File: config.mk
export PLATFORM = sky130hd
export DESIGN_NAME = bcd_count_ctrl
export DESIGN_NICKNAME = d
export VERILOG_FILES = /design/src/rtl/bcd_count_ctrl.sv
export SDC_FILE = /design/constraint.sdc
export NUM_CORES = 1
export LEC_CHECK = 0
export BUFFER_PORTS_ARGS = -buffer_cell sky130_fd_sc_hd__buf_2
export CAP_MARGIN = 10
export CORE_MARGIN = 5
export CORE_UTILIZATION = 46
export DETAILED_ROUTE_END_ITERATION = 16
export PLACE_DENSITY = 0.87
export SYNTH_ARGS = -nofsm -noshare
export SYNTH_HDL_FRONTEND = slang
export SYNTH_SLANG_ARGS = --single-unit
File: constraint.sdc
create_clock -name clk -period 2.92 [get_ports clk]
set_input_delay 0.146 -clock clk [delete_from_list [all_inputs] [get_ports clk]]
set_output_delay 0.146 -clock clk [all_outputs]
set_load 0.005 [all_outputs]
File: src/rtl/bcd_count_ctrl.sv
// Run/pause/done sequencer for an external 4-digit BCD counter, with registered control outputs.
// Optional build macro BCD_COUNT_CTRL_AUTORELOAD_EN: DONE lasts one cycle, clears and restarts.
module bcd_count_ctrl #(
  parameter int unsigned PRESCALE = 4
) (
  input  logic        clk,
  input  logic        reset,
  input  logic        cmd_start,
  input  logic        cmd_stop,
  input  logic        cmd_clear,
  input  logic [15:0] target,
  input  logic [15:0] q,
  output logic        cnt_tick,
  output logic        cnt_clr,
  output logic        done,
  output logic        busy,
  output logic        err,
  output logic [1:0]  state
);

  typedef enum logic [1:0] {
    StIdle  = 2'b00,
    StRun   = 2'b01,
    StPause = 2'b10,
    StDone  = 2'b11
  } state_e;

  localparam logic [7:0] PresLast = 8'(PRESCALE - 1);

  state_e     state_q, state_d;
  logic [7:0] presc_q, presc_d;
  logic       err_q, err_d;
  logic       tick_q, tick_d;
  logic       clr_q, clr_d;
  logic       done_q, done_d;
  logic       busy_q, busy_d;
  logic       target_ok;
  logic       at_target;

  assign target_ok = (target[3:0] <= 4'd9) && (target[7:4] <= 4'd9) &&
                     (target[11:8] <= 4'd9) && (target[15:12] <= 4'd9);
  assign at_target = (q == target);

  always_ff @(posedge clk or posedge reset) begin
    if (reset) begin
      state_q <= StIdle;
      presc_q <= 8'd0;
      err_q   <= 1'b0;
      tick_q  <= 1'b0;
      clr_q   <= 1'b1;
      done_q  <= 1'b0;
      busy_q  <= 1'b0;
    end else begin
      state_q <= state_d;
      presc_q <= presc_d;
      err_q   <= err_d;
      tick_q  <= tick_d;
      clr_q   <= clr_d;
      done_q  <= done_d;
      busy_q  <= busy_d;
    end
  end

  // Priority: clear, then stop, then start; stop alongside start blocks the start.
  always_comb begin
    state_d = state_q;
    presc_d = presc_q;
    err_d   = err_q;
    if (cmd_clear) begin
      state_d = StIdle;
      presc_d = 8'd0;
      err_d   = 1'b0;
    end else begin
      unique case (state_q)
        StIdle: begin
          if (!cmd_stop && cmd_start) begin
            if (target_ok) begin
              state_d = StRun;
              presc_d = 8'd0;
            end else begin
              err_d = 1'b1;
            end
          end
        end
        StRun: begin
          if (cmd_stop) begin
            state_d = StPause;
          end else if (at_target) begin
            state_d = StDone;
          end else if (presc_q == PresLast) begin
            presc_d = 8'd0;
          end else begin
            presc_d = presc_q + 8'd1;
          end
        end
        StPause: begin
          if (!cmd_stop && cmd_start) begin
            state_d = StRun;
          end
        end
        StDone: begin
`ifdef BCD_COUNT_CTRL_AUTORELOAD_EN
          state_d = StRun;
          presc_d = 8'd0;
`else
          state_d = StDone;
`endif
        end
        default: state_d = StIdle;
      endcase
    end
  end

  always_comb begin
    tick_d = !cmd_clear && !cmd_stop && (state_q == StRun) && !at_target &&
             (presc_q == PresLast);
    done_d = (state_d == StDone) && (state_q != StDone);
    busy_d = (state_d == StRun) || (state_d == StPause);
`ifdef BCD_COUNT_CTRL_AUTORELOAD_EN
    clr_d  = cmd_clear || done_d;
`else
    clr_d  = cmd_clear;
`endif
  end

  assign cnt_tick = tick_q;
  assign cnt_clr  = clr_q;
  assign done     = done_q;
  assign busy     = busy_q;
  assign err      = err_q;
  assign state    = state_q;

endmodule
==> summary.txt <==
Global route
  • Vias in the first global route: 988
  • Global-route wire length before repair: 4319 um
  • Initial antenna violation count: 0
  • Remaining Overflow, GRT: 0
  • GR Util All Layers: 16.80%
  • Largest net degree at the start of global routing: 16

Synthesis
  • Mapped Nets: 150
  • Synth top area cells: dfrtp_1, xor2_1, nor2_1
  • Yosys top cell by area: dfrtp_1
  • YS warnings: 0
  • Syn Inst Count: 111
  • Sequential area share after synthesis: 37.07%
  • Post-synth top area share: 34.48%
  • Synth Register Bits: 15
  • Async set-reset flop share out of synthesis: 100.0%
  • Post-synth EDFFs: 0
  • Syn Area/Cell: 9.153 um2
  • Post-Synthesis Cell Area: 1016 um2
  • Post-synth cell types: 38
  • Top FF cell, synth: dfrtp_1

Power and ir drop
  • Comb power frac: 18.8%
  • Leak: 0.0006398 uW
  • Int Pwr: 301.1 uW
  • Clk pwr share: 29.8%
  • Sequential power share: 51.4%
  • VDD IR max: 0.0002256 V
  • Total Power: 412.4 uW
  • PwrDens: 317.9 nW/um2
  • Sw Ratio: 27.00%
  • Switching pwr: 111.3 uW

Clocking
  • Cts bufs inserted: 3
  • Reg clk slew, reported paths: 0.09 ns
  • Clock Sinks: 15
  • H-tree depth: 1
  • CTS tree: built
  • Worst skew pair latency: 0.29 ns
  • Gates resized, CTS repair: 0
  • Root Buffer: clkbuf_4
  • Max clock buf depth: 2

Critical path
  • Arrival @ worst endpoint: 2.49 ns
  • Worst setup path category: reg -> reg
  • Crit path max fanout: 10
  • Critical Path Start Type: register
  • Crit path capture type: register
  • WP data required: 3.11 ns

Timing
  • Pins over their slew limit: 0
  • Crit share post-route: 78.91%
  • Endpoints failing setup: 0
  • Slew margin rel.: 52.52%
  • Skew final: 0.003067 ns
  • Final min period: 2.304 ns
  • FMAX: 0.4340 GHz
  • Measured slew at the worst slew-check pin: 0.7107 ns
  • Hold WS: 0.2165 ns
  • RSZ-0062 raised after global routing: no
  • Final Hold Viols: 0
  • Setup tns final: 0 ns

Final layout
  • Fin nets: 198
  • Final core occ: 59.80%
  • Antenna diodes: 0
  • Share of layout cells above drive strength 1: 32.28%
  • Commonest non-fill, non-tap cell in the layout: buf_2
  • Area grow syn2layout: 27.71%
  • Most frequent cells in the layout: buf_2, xor2_1, dfrtp_1

Place
  • I/O Buffers: 43
  • Final GP Congestion: 0.9603
  • Dpl hpwl: 2027 um

Routing
  • Iter 0 DRT Violations: 51
  • Vias: 1034
  • Drt total wl: 2679 um
  • Routed Antenna Nets: 0
  • DRC errors left: 0
  • DR pass1 iterations: 4
  • Via-to-Cell Ratio: 5.559
  • DR WL/cell: 14.40 um

Outcome
  • Status: finished, final reports clean

Min path
  • Worst min path class: in -> reg

Floorplanning
  • Total die area: 3248 um2
  • Initial Utilization: 46.83%
  • # rows: 17
  • Die Ht: 57.00 um
  • Die width: 57.00 um
  • I/O Pins: 44
  • Core area: 2170 um2

Flow run
  • Max Cap Viol: 0
-- timing repair --
| item | CTS | global route |
|---|---|---|
| hold endpoints to repair | 15 | 0 |
| setup endpoints to repair | 0 | 0 |
| buffers inserted | 0 | 0 |
| hold buffers | 2 | 0 |
-- layout make-up --
| type | instances | area [um2] |
|---|---|---|
| fill | 190 | 872.1 |
| multi-input combinational | 87 | 598.1 |
| sequential | 15 | 376.6 |
| timing repair buffer | 45 | 235.2 |
| tap | 28 | 35.03 |
| clock buffer | 4 | 26.28 |
| inverter | 7 | 26.28 |
-- cells by family (layout without fill, tap and decap cells) --
logic type | count (synthesis) | after routing | synth area share (%)
simple gates | 40 | 40 | 21.18
compound gates | 28 | 28 | 20.45
xor+xnor | 16 | 16 | 13.79
flops | 15 | 15 | 37.07
buf+inv | 9 | 56 | 4.064
fa+ha+maj | 2 | 2 | 2.463
mux | 1 | 1 | 0.9853
-- per-stage QoR --
stage	cells	area, um2	setup WS, ns
final	186	1297	0.6157
after CTS	186	1297	0.6450
after floorplan	111	1016	0.8206
after global placement	180	1251	0.7361
after global routing	186	1297	0.5487
after detailed placement	180	1251	0.6561
-- Yosys cell counts (all sizes together), types with 2 or more instances --
cell	n
nor2b	2
a211o	2
dfrtp	14
nor4	5
a41oi	2
xor2	16
ha	2
nor3	2
o211ai	4
o21ai	6
inv	7
nand2	7
a21oi	3
nand3	4
nor2	9
and3	3
a32o	3
-- flip-flops by register name (all words and copies together) (netlist names) --
name and count:
done 1, state 2, err 1, busy 1, cnt_tick 1, presc_q 8
cnt_clr 1
-- path summary, 6_finish.rpt --
| path | start | to | slack, ns | depth (start not counted) |
|---|---|---|---|---|
| setup / recovery | presc_q[0] | presc_q[4] | 0.62 | 6 |
| hold / removal | cmd_stop | cnt_tick | 0.22 | 3 |
| setup reg to reg | presc_q[0] | presc_q[4] | 0.62 | 6 |
| hold reg to reg | err | err | 0.50 | 2 |
| max in group asynchronous | reset | cnt_clr | 2.10 | 3 |
| min in group asynchronous | reset | presc_q[5] | 0.44 | 3 |
-- worst max-delay path, stage by stage (launching register included) --
cell and delay, ns:
dfrtp_1 0.40, ha_1 0.23, or4b_1 0.48, o41a_1 0.47
and2_0 0.22, and4_4 0.18, a211o_1 0.22
-- power by group through the flow --
stage	clock network [uW]	logic, uW	registers [uW]
6_report	123	77.4	212
5_1_grt	136	86.0	212
4_1_cts	127	77.4	212
3_5_place_dp	0	74.9	216
3_3_place_gp	0	71.7	216
2_1_floorplan	0	33.9	216
-- routing by layer --
metal	up-vias	GRT usage [%]	wire length (um)
li1	506	-	-
met1	476	19.72	1134
met2	47	28.87	1270
met3	5	4.299	225
met4	0	7.285	49
met5	-	0	0
Power figures use the tool's default switching activity.
